===== config.mk =====
export PLATFORM = sky130hd
export DESIGN_NAME = pms_sequencer_flat
export DESIGN_NICKNAME = d
export VERILOG_FILES = /design/src/rtl/pms_pkg.sv /design/src/rtl/pms_if.sv /design/src/rtl/pms_mem_timer.sv /design/src/rtl/pms_sequencer.sv /design/src/flat_wrapper.sv
export SDC_FILE = /design/constraint.sdc
export NUM_CORES = 1
export LEC_CHECK = 0
export CAP_MARGIN = 20
export CORE_ASPECT_RATIO = 1.1
export CORE_UTILIZATION = 54
export DETAILED_ROUTE_END_ITERATION = 7
export MAX_ROUTING_LAYER = met4
export PLACE_DENSITY_LB_ADDON = 0.08
export SLEW_MARGIN = 20
export SYNTH_ARGS = -nofsm -noshare
export SYNTH_HDL_FRONTEND = slang
export SYNTH_SLANG_ARGS = --single-unit

===== constraint.sdc =====
create_clock -name clk -period 2.5 [get_ports clk]
set_input_delay 0.5 -clock clk [delete_from_list [all_inputs] [get_ports clk]]
set_output_delay 0.5 -clock clk [all_outputs]
set_load 0.02 [all_outputs]

===== src/rtl/pms_pkg.sv =====
// rtl/pms_pkg.sv - shared opcodes, state encoding and decode helper for pms_sequencer
// Purpose: opcode constants (ir[15:12]), the 3-bit FSM state type and the
// two-word opcode classifier used by DECODE.
// Ports: none (package).
package pms_pkg;

  localparam logic [3:0] OP_HALT  = 4'd0;
  localparam logic [3:0] OP_ALU   = 4'd1;
  localparam logic [3:0] OP_ALUI  = 4'd2;
  localparam logic [3:0] OP_LOAD  = 4'd3;
  localparam logic [3:0] OP_STORE = 4'd4;
  localparam logic [3:0] OP_BR    = 4'd5;
  localparam logic [3:0] OP_JAL   = 4'd6;
  localparam logic [3:0] OP_RET   = 4'd7;

  typedef enum logic [2:0] {
    ST_IDLE, ST_FETCH, ST_DECODE, ST_IMM, ST_EXEC, ST_MEM, ST_WB, ST_HALTED
  } state_t;

  // Opcodes that carry an immediate word at PC+1.
  function automatic logic is_two_word(input logic [3:0] op);
    return op inside {OP_ALUI, OP_LOAD, OP_STORE, OP_BR, OP_JAL};
  endfunction

endpackage


===== src/rtl/pms_if.sv =====
// rtl/pms_if.sv - control bundle between the sequencer and the PC/memory datapath
// Purpose: groups the sequencer inputs (start, ir, zero_flag, mem_ack) and all
// PC-system, memory-system and status outputs.
// Ports: master = sequencer side (drives controls/status), slave = datapath side.
interface pms_if #(
  parameter int CNT_W = 16
);
  logic             start;
  logic [15:0]      ir;
  logic             zero_flag;
  logic             mem_ack;
  logic             writePC, writeRA, PCsrc, ImRPC, restore, conditionalBop;
  logic             Memsrc, MemR1, MemR2, MemW1, MemW2;
  logic             alu_go, reg_write, busy, instr_done, illegal_op, bus_err;
  logic [CNT_W-1:0] retired;

  modport master (
    input  start, ir, zero_flag, mem_ack,
    output writePC, writeRA, PCsrc, ImRPC, restore, conditionalBop,
    output Memsrc, MemR1, MemR2, MemW1, MemW2,
    output alu_go, reg_write, busy, instr_done, illegal_op, bus_err, retired
  );

  modport slave (
    output start, ir, zero_flag, mem_ack,
    input  writePC, writeRA, PCsrc, ImRPC, restore, conditionalBop,
    input  Memsrc, MemR1, MemR2, MemW1, MemW2,
    input  alu_go, reg_write, busy, instr_done, illegal_op, bus_err, retired
  );

endinterface


===== src/rtl/pms_mem_timer.sv =====
// rtl/pms_mem_timer.sv - wait-cycle counter bounding the MEM data-port handshake
// Purpose: counts MEM cycles spent without mem_ack.
// Ports: clk, reset_n (sync active-low), clear (restart count), enable (count
// this cycle), expired (this cycle is the MEM_TIMEOUT-th unacknowledged wait).
module pms_mem_timer #(
  parameter int MEM_TIMEOUT = 15
) (
  input  logic clk,
  input  logic reset_n,
  input  logic clear,
  input  logic enable,
  output logic expired
);

  logic [7:0] count;

  always_ff @(posedge clk) begin
    if (!reset_n || clear) begin
      count <= '0;
    end else if (enable) begin
      count <= count + 8'd1;
    end
  end

  // Flagged one count early so the FSM can leave MEM on the same edge
  // the count reaches MEM_TIMEOUT.
  assign expired = (count == 8'(MEM_TIMEOUT - 1));

endmodule


===== src/rtl/pms_sequencer.sv =====
// rtl/pms_sequencer.sv - multicycle fetch/decode/execute/mem/writeback control FSM
// Purpose: drives PC-system and memory-system strobes from ir[15:12], times the
// data-port handshake, flags bus errors and counts retired instructions.
// Ports: clk, reset_n (sync active-low), bus (pms_if.master: start, ir,
// zero_flag, mem_ack in; control strobes, busy, instr_done, illegal_op,
// bus_err, retired out).
module pms_sequencer
  import pms_pkg::*;
#(
  parameter int MEM_TIMEOUT = 15,
  parameter int CNT_W       = 16
) (
  input  logic     clk,
  input  logic     reset_n,
  pms_if.master    bus
);

  state_t           state, state_next;
  logic [3:0]       op;
  logic [3:0]       dec_op;
  logic             bus_err_q;
  logic [CNT_W-1:0] retired_q;
  logic             set_bus_err;
  logic             timer_clear, timer_en, timer_expired;
  logic             unused_ir_bits;

  assign dec_op         = bus.ir[15:12];
  assign unused_ir_bits = ^bus.ir[11:0];

  pms_mem_timer #(.MEM_TIMEOUT(MEM_TIMEOUT)) u_timer (
    .clk     (clk),
    .reset_n (reset_n),
    .clear   (timer_clear),
    .enable  (timer_en),
    .expired (timer_expired)
  );

  always_ff @(posedge clk) begin
    if (!reset_n) begin
      state     <= ST_IDLE;
      op        <= OP_HALT;
      bus_err_q <= 1'b0;
      retired_q <= '0;
    end else begin
      state <= state_next;
      if (state == ST_DECODE) op <= dec_op;
      if (set_bus_err) bus_err_q <= 1'b1;
      if (bus.instr_done) retired_q <= retired_q + CNT_W'(1);
    end
  end

  always_comb begin
    state_next         = state;
    set_bus_err        = 1'b0;
    timer_clear        = 1'b0;
    timer_en           = 1'b0;
    bus.writePC        = 1'b0;
    bus.writeRA        = 1'b0;
    bus.PCsrc          = 1'b0;
    bus.ImRPC          = 1'b0;
    bus.restore        = 1'b0;
    bus.conditionalBop = 1'b0;
    bus.Memsrc         = 1'b0;
    bus.MemR1          = 1'b0;
    bus.MemR2          = 1'b0;
    bus.MemW2          = 1'b0;
    bus.alu_go         = 1'b0;
    bus.reg_write      = 1'b0;
    bus.instr_done     = 1'b0;
    bus.illegal_op     = 1'b0;
    case (state)
      ST_IDLE: if (bus.start) state_next = ST_FETCH;
      ST_FETCH: begin
        bus.MemR1  = 1'b1;
        state_next = ST_DECODE;
      end
      ST_DECODE: begin
        // op is not yet latched here, so decode straight from ir.
        if (is_two_word(dec_op)) begin
          state_next = ST_IMM;
        end else if (dec_op == OP_ALU || dec_op == OP_RET) begin
          state_next = ST_EXEC;
        end else if (dec_op == OP_HALT) begin
          bus.instr_done = 1'b1;
          state_next     = ST_HALTED;
        end else begin
          bus.illegal_op = 1'b1;
          bus.writePC    = 1'b1;
          bus.instr_done = 1'b1;
          state_next     = ST_FETCH;
        end
      end
      ST_IMM: begin
        bus.MemR2  = 1'b1;
        state_next = ST_EXEC;
      end
      ST_EXEC: begin
        state_next = ST_FETCH;
        case (op)
          OP_ALU, OP_ALUI: begin
            bus.alu_go     = 1'b1;
            bus.reg_write  = 1'b1;
            bus.writePC    = 1'b1;
            bus.PCsrc      = (op == OP_ALUI);
            bus.instr_done = 1'b1;
          end
          OP_BR: begin
            bus.writePC        = 1'b1;
            bus.PCsrc          = 1'b1;
            bus.ImRPC          = 1'b1;
            bus.conditionalBop = bus.zero_flag;
            bus.instr_done     = 1'b1;
          end
          OP_JAL: begin
            bus.writeRA    = 1'b1;
            bus.writePC    = 1'b1;
            bus.ImRPC      = 1'b1;
            bus.instr_done = 1'b1;
          end
          OP_RET: begin
            bus.restore    = 1'b1;
            bus.writePC    = 1'b1;
            bus.instr_done = 1'b1;
          end
          OP_LOAD, OP_STORE: begin
            bus.alu_go  = 1'b1;
            timer_clear = 1'b1;
            state_next  = ST_MEM;
          end
          default: state_next = ST_FETCH;
        endcase
      end
      ST_MEM: begin
        bus.Memsrc = 1'b1;
        bus.MemR2  = (op == OP_LOAD);
        bus.MemW2  = (op == OP_STORE);
        // An ack arriving in the expiry cycle still completes the access.
        if (bus.mem_ack) begin
          if (op == OP_LOAD) begin
            state_next = ST_WB;
          end else begin
            bus.writePC    = 1'b1;
            bus.PCsrc      = 1'b1;
            bus.instr_done = 1'b1;
            state_next     = ST_FETCH;
          end
        end else begin
          timer_en = 1'b1;
          if (timer_expired) begin
            set_bus_err = 1'b1;
            state_next  = ST_HALTED;
          end
        end
      end
      ST_WB: begin
        bus.reg_write  = 1'b1;
        bus.writePC    = 1'b1;
        bus.PCsrc      = 1'b1;
        bus.instr_done = 1'b1;
        state_next     = ST_FETCH;
      end
      ST_HALTED: state_next = ST_HALTED;
    endcase
  end

  assign bus.MemW1   = 1'b0;
  assign bus.busy    = (state != ST_IDLE) && (state != ST_HALTED);
  assign bus.bus_err = bus_err_q;
  assign bus.retired = retired_q;

endmodule

===== src/flat_wrapper.sv =====
// flat-port wrapper written by rule: the top's interface ports become plain ports
module pms_sequencer_flat import pms_pkg::*;
#(
  parameter int MEM_TIMEOUT = 15,
  parameter int CNT_W       = 16
)
  (clk, reset_n, bus_start, bus_ir, bus_zero_flag, bus_mem_ack, bus_writePC, bus_writeRA, bus_PCsrc, bus_ImRPC, bus_restore, bus_conditionalBop, bus_Memsrc, bus_MemR1, bus_MemR2, bus_MemW1, bus_MemW2, bus_alu_go, bus_reg_write, bus_busy, bus_instr_done, bus_illegal_op, bus_bus_err, bus_retired);
  pms_if #(.CNT_W(CNT_W)) bus_i ();
  input  logic clk;
  input  logic reset_n;
  input wire logic [$bits(bus_i.start)-1:0] bus_start;
  input wire logic [$bits(bus_i.ir)-1:0] bus_ir;
  input wire logic [$bits(bus_i.zero_flag)-1:0] bus_zero_flag;
  input wire logic [$bits(bus_i.mem_ack)-1:0] bus_mem_ack;
  output wire logic [$bits(bus_i.writePC)-1:0] bus_writePC;
  output wire logic [$bits(bus_i.writeRA)-1:0] bus_writeRA;
  output wire logic [$bits(bus_i.PCsrc)-1:0] bus_PCsrc;
  output wire logic [$bits(bus_i.ImRPC)-1:0] bus_ImRPC;
  output wire logic [$bits(bus_i.restore)-1:0] bus_restore;
  output wire logic [$bits(bus_i.conditionalBop)-1:0] bus_conditionalBop;
  output wire logic [$bits(bus_i.Memsrc)-1:0] bus_Memsrc;
  output wire logic [$bits(bus_i.MemR1)-1:0] bus_MemR1;
  output wire logic [$bits(bus_i.MemR2)-1:0] bus_MemR2;
  output wire logic [$bits(bus_i.MemW1)-1:0] bus_MemW1;
  output wire logic [$bits(bus_i.MemW2)-1:0] bus_MemW2;
  output wire logic [$bits(bus_i.alu_go)-1:0] bus_alu_go;
  output wire logic [$bits(bus_i.reg_write)-1:0] bus_reg_write;
  output wire logic [$bits(bus_i.busy)-1:0] bus_busy;
  output wire logic [$bits(bus_i.instr_done)-1:0] bus_instr_done;
  output wire logic [$bits(bus_i.illegal_op)-1:0] bus_illegal_op;
  output wire logic [$bits(bus_i.bus_err)-1:0] bus_bus_err;
  output wire logic [$bits(bus_i.retired)-1:0] bus_retired;
  assign bus_i.start = bus_start;
  assign bus_i.ir = bus_ir;
  assign bus_i.zero_flag = bus_zero_flag;
  assign bus_i.mem_ack = bus_mem_ack;
  assign bus_writePC = bus_i.writePC;
  assign bus_writeRA = bus_i.writeRA;
  assign bus_PCsrc = bus_i.PCsrc;
  assign bus_ImRPC = bus_i.ImRPC;
  assign bus_restore = bus_i.restore;
  assign bus_conditionalBop = bus_i.conditionalBop;
  assign bus_Memsrc = bus_i.Memsrc;
  assign bus_MemR1 = bus_i.MemR1;
  assign bus_MemR2 = bus_i.MemR2;
  assign bus_MemW1 = bus_i.MemW1;
  assign bus_MemW2 = bus_i.MemW2;
  assign bus_alu_go = bus_i.alu_go;
  assign bus_reg_write = bus_i.reg_write;
  assign bus_busy = bus_i.busy;
  assign bus_instr_done = bus_i.instr_done;
  assign bus_illegal_op = bus_i.illegal_op;
  assign bus_bus_err = bus_i.bus_err;
  assign bus_retired = bus_i.retired;
  pms_sequencer #(.MEM_TIMEOUT(MEM_TIMEOUT), .CNT_W(CNT_W)) u_core (.clk(clk), .reset_n(reset_n), .bus(bus_i));
endmodule

## Yosys cells after proc, flatten, opt, wreduce, memory -nomap -nowiden

Cells that the tools add are included.

| operators by class | value |
|---|---|
| $add $sub $neg | 2 |
| multiplexer cells | 45 |
| reductions and logical operators | 14 |
| equal/unequal tests | 25 |

Operator list:

| cell | number |
|---|---|
| $eq 4x3->1 const B | 8 |
| $mux 1 | 30 |
| $mux 3 | 8 |
| $pmux 3 s8 | 1 |
| $add 16x1->16 const B | 1 |
| $eq 4x2->1 const B | 4 |
| $eq 3x3->1 const B | 4 |
| $add 8x1->8 const B | 1 |
| $eq 4x1->1 const B | 2 |
| $eq 8x4->1 const B | 1 |
| $pmux 1 s4 | 2 |
| $eq 3x2->1 const B | 2 |
| $pmux 1 s2 | 3 |
| $reduce_or 2->1 | 3 |
| $reduce_bool 5->1 | 1 |
| $reduce_or 5->1 | 1 |
| $logic_not 4->1 | 1 |
| $reduce_or 4->1 | 1 |
| $eq 3x1->1 const B | 1 |
| $logic_not 3->1 | 1 |
| $ne 3x2->1 const B | 1 |
| $ne 3x3->1 const B | 1 |
| $pmux 1 s3 | 1 |
| $reduce_bool 3->1 | 1 |
| 5 further kinds | 6 |

| storage, ports and cells | value |
|---|---|
| output and inout port bits | 33 |
| input port bits | 21 |
| register bits | 32 |
| word-level logic and storage cells | 91 |

## Longest topological paths before layout

Gate-level depths: netlist of run 1.

| depth | value |
|---|---|
| word-level depth | 5 |
| depth in mapped cells | 7 |
| depth with buffers taken out | 6 |

## Cells and area by module

From an unflattened synthesis of run 1, not the netlist that was laid out.

| second synthesis, totals | value |
|---|---|
| cells, all modules | 229 |
| area total of the unflattened synthesis | 1,834.3 um^2 |

By module, submodules not included:

| module | area an instance (um^2) | sequential area each (um^2) | times used | cells each |
|---|---|---|---|---|
| pms_sequencer | 1,456.4 | 480.5 | 1 | 187 |
| pms_mem_timer | 377.9 | 160.2 | 1 | 42 |

## Worst setup path after synthesis of run 1

No wires, ideal clock.

| timing | value |
|---|---|
| path kind | reg-to-output |
| start point | register u_core.state[0] |
| end point | output port bus_conditionalBop |
| stages on the path, launching flop included | 5 |
| arrival | 1.716 ns |
| path slack | 0.284 ns |
| cell sequence | dfxtp_1 buf_2 nor4b_1 nand3_1 nor3b_1 |

| on the way | value |
|---|---|
| word-level cells in the longest chain between the ends | 2 |

RTL lines:

| element | RTL line | source |
|---|---|---|
| start: declaration | pms_sequencer.sv:18 | `state_t state, state_next;` |
| start signal: assignment | pms_sequencer.sv:45 | `state <= state_next;` |
| $eq 3x3->1 | pms_sequencer.sv:71 | `case (state)` |
| $mux 1 | pms_sequencer.sv:71 |  |
| end: declaration | flat_wrapper.sv:20 | `output wire logic [$bits(bus_i.conditionalBop)-1:0] bus_conditionalBop;` |

Every way passes these cells.

## Worst setup path after layout of run 1

| timing | value |
|---|---|
| start point | input port bus_ir[15] |
| end point | output port bus_illegal_op |

| on the way | value |
|---|---|
| word-level cells in the longest chain between the ends | 5 |

RTL lines:

| element | RTL line | source |
|---|---|---|
| start: declaration | flat_wrapper.sv:12 | `input wire logic [$bits(bus_i.ir)-1:0] bus_ir;` |
| $logic_not 4->1 (tied with other cells) | pms_sequencer.sv:83 | `end else if (dec_op == OP_HALT) begin` |
| $mux 1 or $logic_or 1x1->1 (tied branches) | pms_sequencer.sv:83, pms_sequencer.sv:81 |  |
| $mux 1 | pms_sequencer.sv:81 | `end else if (dec_op == OP_ALU \|\| dec_op == OP_RET) begin` |
| $mux 1 (*) | pms_sequencer.sv:79 | `if (is_two_word(dec_op)) begin` |
| $mux 1 (*) | pms_sequencer.sv:71 |  |
| end: declaration | flat_wrapper.sv:30 | `output wire logic [$bits(bus_i.illegal_op)-1:0] bus_illegal_op;` |

Mark *: on every way between the ends. The rest lies on a longest branch, timed or not.

==> results of run 1 <==
[report_power, final]
group / total (mW) / internal (mW) / switching [mW]
Combinational: 0.192 / 0.0937 / 0.0988
Clock: 0.486 / 0.296 / 0.191
Sequential: 0.568 / 0.530 / 0.0373
Total: 1.25 / 0.920 / 0.327
[layout make-up]
class | instances | area (sq um) | share of cell area
Tap cell | 52 | 65.06 | 0.02212
Timing Repair Buffer | 67 | 585.6 | 0.1991
Multi-Input combinational cell | 231 | 1490 | 0.5066
Sequential cell | 32 | 644.4 | 0.2191
Clock inverter | 2 | 35.03 | 0.01191
Inverter | 13 | 48.80 | 0.01659
Clock buffer | 6 | 72.57 | 0.02467
[flip-flops by register name (all words and copies together) (netlist names)]
signal / cells
u_core.state: 3
u_core.op: 4
u_core.bus.bus_err: 1
u_core.bus.retired: 16
u_core.u_timer.count: 8
[cell usage in the layout (no fill, tap or decap), types with 12 or more instances in the layout]
| master | n |
|---|---|
| nand2_1 | 34 |
| clkdlybuf4s50_1 | 32 |
| buf_4 | 27 |
| nor2_1 | 17 |
| o21ai_0 | 14 |
| inv_1 | 12 |
| a21oi_1 | 15 |
| dfxtp_1 | 29 |
| nand3_1 | 16 |
| nor4_1 | 13 |
[worst max-delay path: cells and delay by family]
family	cells	cell delay, ps
and+or+nand+nor	1	70
buffers and inverters	4	1360
[per-stage QoR]
| step | setup slack, ps | instances |
|---|---|---|
| floorplan | 284.0 | 297 |
| global placement | -196.1 | 394 |
| detailed placement | -206.4 | 394 |
| CTS | 6.755 | 402 |
| global route | 10.08 | 403 |
| finish | 75.96 | 403 |
[how the worst max path moves through the flow]
stage | start | slack, ps | endpoint
detailed placement | bus_mem_ack | -210 | bus_instr_done
CTS | bus_mem_ack | 7 | bus_instr_done
global route | u_core.state[1] | 10 | bus_Memsrc
floorplan | u_core.state[0] | 280 | bus_conditionalBop
global placement | bus_mem_ack | -200 | bus_instr_done
finish | bus_ir[15] | 80 | bus_illegal_op
[kinds of logic after synthesis]
group | after synthesis | synth area share
muxes | 3 | 0.01318
adders and majority gates | 3 | 0.01648
other | 1 | 0.001646
and+or+nand+nor | 150 | 0.3877
AOI/OAI and AO/OA | 65 | 0.1911
DFF | 32 | 0.2812
xor gates and xnor gates | 9 | 0.03460
buffers and inverters | 34 | 0.07413
[metal layers]
layer | vias up | global-route usage | wire length [um]
met3 | 13 | 0.04902 | 262
met4 | 0 | 0.1288 | 143
met5 | - | - | 0
li1 | 1209 | - | -
met2 | 80 | 0.4811 | 2901
met1 | 1118 | 0.3327 | 2642
[repair_timing]
| action | CTS | global route |
|---|---|---|
| buffers inserted | 0 | 1 |
| setup endpoints to repair | 8 | 3 |
| pin swaps | 0 | 1 |
| gates resized for setup | 11 | 9 |
==> key figures, run 1 <==
Status
  – Status: finished, final reports clean

Clocking
  – CTS Hold Buffers Added: 0
  – Worst-Skew Late Latency: 280 ps
  – CTS tree: built
  – Number of CTS-inserted buffers: 5
  – Clock Sinks: 32
  – Clock buffer depth: 2
  – H-tree Lvls: 2
  – Clk slew on worst S/H paths: 60 ps
  – CTS root buf: clkbuf_8

Critical path
  – CP Cell Sequence: clkdlybuf4s50_1, buf_4, nand2_1, inv_1, clkdlybuf4s50_1
  – Crit path DAT: 1920 ps
  – Worst r2r src: u_core.state[1]
  – Reg2reg path depth: 5
  – Reg-to-Reg End: u_core.bus.retired[11]
  – Critical path's slowest cell: clkdlybuf4s50_1
  – WS Path Type: input pin to primary output
  – Critical path fanouts, max: 4
  – R2R Setup Slk: 510 ps
  – WP data required: 2000 ps
  – Crit path capture type: primary output
  – Startpoint types: input pin
  – Crit-path max cell delay: 590 ps
  – Top cell by count, worst path: clkdlybuf4s50_1

Yosys
  – Top cells by area, synth: dfxtp_1 (28%), nand2_1 (5.6%), or4_1 (3.6%), nor4_1 (3.6%), nand3_1 (3.5%)
  – Cell count after synthesis: 297
  – Ys async rst share: 0
  – Synth unique cells: 56
  – Post-synth top cells: nand2_1 (34), dfxtp_1 (32), nor2_1 (18)
  – Ys flop type: dfxtp_1
  – Mean Syn Cell Area: 7.671 sq um
  – Synth Warn #: 0
  – EDFF count, synth: 0
  – Flops & latches, synth: 32
  – Syn nets: 321
  – Netlist Area Pre-Place: 2278 sq um
  – Most instantiated library cell after synthesis: nand2_1
  – Share of the synthesized area in the top cell type: 0.2812
  – Seq/Total Area, Yosys: 0.2812
  – Post-synth top area cell: dfxtp_1

Placed design
  – DP Area: 2819 sq um
  – HPWL after detailed placement: 4248 um
  – RD Place Congestion: 0.8936
  – I/O Buffers: 40

Detailed routing
  – # DRC: 0
  – WL final: 5950 um
  – Drt wl/cell: 14.76 um
  – First drt pass iteration count: 4
  – ANT nets after route: 0
  – Total number of vias: 2420
  – Vias/cell: 6.005
  – Starting DRT DRC Count: 240

Die
  – Top-level port count: 54
  – Site Rows: 24
  – Core Area: 3994 sq um
  – DIE WIDTH: 63.94 um
  – Die area: 4483 sq um
  – Initial core utilization: 0.5705
  – Die Y: 70.13 um

Global routing
  – First-pass GRT wire length: 10040 um
  – Total grt overflow: 0
  – Total GRT Usage: 0.2874
  – Initial antenna violation count: 0
  – Vias in the first global route: 2243
  – Largest net degree at the start of global routing: 28

Hold path
  – Hold path depth: 2
  – Hold path start: u_core.bus.bus_err
  – Worst Hold Class: register to register
  – WHS Endpoint: u_core.bus.bus_err

Timing
  – Slew @ Worst Pin: 560.4 ps
  – RSZ-0062 raised after global routing: false
  – Setup violators final: 0
  – Slew headroom: 0.6224
  – Max Slew Vio Count: 0
  – Hold Vio Cnt, Final: 0
  – Final period util: 0.9696
  – Setup TNS: 0 ps
  – Hold Slack: 506.5 ps
  – Final min period: 2424 ps
  – Clk_skew: 10.13 ps
  – Fmax: 0.4125 GHz

Finish
  – # nets final: 374
  – Area grow syn2layout: 29.10%
  – Ratio of cells with drive above 1 in the final layout: 0.1368
  – Util after Layout: 0.7365
  – N_diodes: 0
  – Post-layout instance area: 2942 sq um
  – Filler cells: 338

Power
  – Pwr per Cell Area: 423.8 nW/um^2
  – Peak VDD IR: 0.3211 mV
  – Total power: 1.247 mW
  – Leakage: 1.151 nW

Flow run
  – Max_cap viols: 0
Power figures use the tool's default switching activity.
==> run 2: changes to the inputs <==
- GPL_ROUTABILITY_DRIVEN: not set -> 0
- SLEW_MARGIN: 20 -> not set
- clock period: 2.5 -> 3 ns (I/O delays scaled with it)
==> run 2 against run 1 <==
Clock-buffer cell count unchanged; critical path depth up 1; core utilization down 1.6 points; wire length down 3.8%; final cell count down 2.2%; combinational power down 18%; clock skew down 6.8 ps; setup slack better by 16 ps; hold slack worse by 15 ps; power down 16%.
==> key figures, run 2 (synthesis results as in run 1) <==
Timing
  – Hold Vio Cnt, Final: 0 (unchanged)
  – Fmax: 0.3439 GHz
  – RSZ-0062 raised after global routing: false (unchanged)
  – Slew @ Worst Pin: 609.7 ps (was 560.4 ps)
  – Slew headroom: 0.5892 (was 0.6224)
  – Setup violators final: 0 (unchanged)
  – Clk_skew: 3.326 ps (was 10.13 ps)
  – Max Slew Vio Count: 0 (unchanged)
  – Setup TNS: 0 ps (unchanged)
  – Final period util: 0.9693
  – Final min period: 2908 ps

Critical path
  – Critical path fanouts, max: 2 (was 4)
  – Reg-to-Reg End: u_core.bus.retired[15] (was u_core.bus.retired[11])
  – WP data required: 2400 ps (was 2000 ps)
  – R2R Setup Slk: 950 ps (was 510 ps)
  – Reg2reg path depth: 5 (unchanged)
  – Startpoint types: input pin (unchanged)
  – Crit path capture type: primary output (unchanged)
  – WS Path Type: input pin to primary output (unchanged)
  – Crit path DAT: 2310 ps (was 1920 ps)
  – Worst r2r src: u_core.state[1] (unchanged)

Flow run
  – Max_cap viols: 0 (unchanged)

Global routing
  – Initial antenna violation count: 0 (unchanged)
  – GR peak layer: met2 (unchanged)
  – GR Util met1: 0.3532 (was 0.3327)
  – First-pass GRT wire length: 9798 um (was 10040 um)
  – GR Util met3: 0.03595 (was 0.04902)
  – Vias in the first global route: 2127 (was 2243)
  – Total grt overflow: 0 (unchanged)
  – Largest net degree at the start of global routing: 28 (unchanged)
  – Total GRT Usage: 0.2794 (was 0.2874)
  – Global routing usage on met2: 0.4515 (was 0.4811)

Die
  – Site Rows: 24 (unchanged)
  – Die area: 4483 sq um (unchanged)
  – Initial core utilization: 0.5705 (unchanged)
  – Die Y: 70.13 um (unchanged)
  – Top-level port count: 54 (unchanged)
  – Core Area: 3994 sq um (unchanged)
  – DIE WIDTH: 63.94 um (unchanged)

Finish
  – Ratio of cells with drive above 1 in the final layout: 0.09357 (was 0.1368)
  – Commonest non-fill, non-tap cell in the layout: clkdlybuf4s50_1 (was nand2_1)
  – Number of flip-flops in the largest register: 16 (unchanged)
  – # nets final: 365 (was 374)
  – N_diodes: 0 (unchanged)
  – Commonest non-fill, non-tap cells in the layout: clkdlybuf4s50_1 (39), nand2_1 (34), dfxtp_1 (31) (was nand2_1 (34), clkdlybuf4s50_1 (32), dfxtp_1 (29))
  – Filler cells: 332 (was 338)
  – Area grow syn2layout: 26.25% (was 29.10%)

Hold path
  – Hold path depth: 2 (unchanged)
  – Worst Hold Class: register to register (unchanged)
  – Hold path start: u_core.bus.bus_err (unchanged)
  – WHS Endpoint: u_core.bus.bus_err (unchanged)

Detailed routing
  – Vias/cell: 5.997 (was 6.005)
  – WL final: 5723 um (was 5950 um)
  – # DRC: 0 (unchanged)
  – ANT nets after route: 0 (unchanged)
  – Total number of vias: 2363 (was 2420)
  – First drt pass iteration count: 4 (unchanged)
  – Starting DRT DRC Count: 165 (was 240)
  – Drt wl/cell: 14.53 um (was 14.76 um)

Clocking
  – Clock buffer depth: 2 (unchanged)
  – Post-CTS Setup Bufs: 0 (unchanged)
  – Clk slew on worst S/H paths: 70 ps (was 60 ps)
  – Number of CTS-inserted buffers: 5 (unchanged)
  – CTS root buf: clkbuf_8 (unchanged)
  – Clock Sinks: 32 (unchanged)
  – CTS Hold Buffers Added: 0 (unchanged)
  – H-tree Lvls: 2 (unchanged)
  – Worst-Skew Late Latency: 280 ps (about the same)
  – CTS tree: built (unchanged)
  – Post-CTS sizing: 0 (was 11)

Placed design
  – I/O Buffers: 40 (unchanged)
  – HPWL after detailed placement: 4029 um (was 4248 um)

Power
  – Total power: 1.041 mW (was 1.247 mW)
  – Leakage: 1.091 nW (was 1.151 nW)
  – Peak VDD IR: 0.2271 mV (was 0.3211 mV)
  – Pwr per Cell Area: 361.9 nW/um^2 (was 423.8 nW/um^2)

Status
  – Status: finished, final reports clean (unchanged)
run 2: cell types whose count changed in the layout (fill, tap and decap cells not counted), sizes merged:
cell and delta:
dlygate4sd2 -6, clkdlybuf4s50 +7, buf -9, clkbuf -2
dlymetal6s2s +1
run 2: per-stage QoR:
step	util	hold slack (ps)	area, sq um	setup slack, ps	instances
CTS	0.7177	495.6	2867	73.20	394
finish	0.7202	491.1	2877	91.99	394
global placement	0.6908	473.0	2759	100.6	386
global route	0.7202	521.5	2877	5.953	394
detailed placement	0.6908	465.6	2759	76.31	386
floorplan	-	479.4	2278	684.0	297
run 2: area by class of cell:
class	count	area (sq um)	share of cell area
Tap cell	52	65.06	0.02262
Sequential cell	32	641.9	0.2231
Clock inverter	2	35.03	0.01218
Clock buffer	6	72.57	0.02523
Inverter	13	48.80	0.01696
Timing Repair Buffer	58	538.0	0.1870
Multi-Input combinational cell	231	1475	0.5128
run 2: per-layer routing:
metal	wire, um	part of all wire
met1	2623	0.46
met2	2807	0.49
met3	203	0.035
met4	89	0.016
met5	0	0
run 2: how the worst max path moves through the flow:
stage / from / endpoint / cells after the start
6_report: bus_ir[12] / bus_instr_done / 6
3_3_place_gp: bus_mem_ack / bus_instr_done / 6
3_5_place_dp: bus_mem_ack / bus_instr_done / 6
5_1_grt: bus_mem_ack / bus_instr_done / 6
4_1_cts: bus_mem_ack / bus_instr_done / 6
2_1_floorplan: u_core.state[0] / bus_conditionalBop / 4
run 2: critical path, cell delays in order:
cell,delay [ps]
clkdlybuf4s50_1,420
nor3_1,330
o21a_1,240
nor3_4,70
inv_1,60
clkdlybuf4s50_1,590
run 2: power breakdown:
| part | internal [mW] | switching, mW | total (mW) | leakage [nW] |
|---|---|---|---|---|
| clock network | 0.246 | 0.165 | 0.412 | 0.0552 |
| logic | 0.0757 | 0.0811 | 0.157 | 0.776 |
| registers | 0.442 | 0.0305 | 0.472 | 0.260 |
| total | 0.764 | 0.277 | 1.04 | 1.09 |
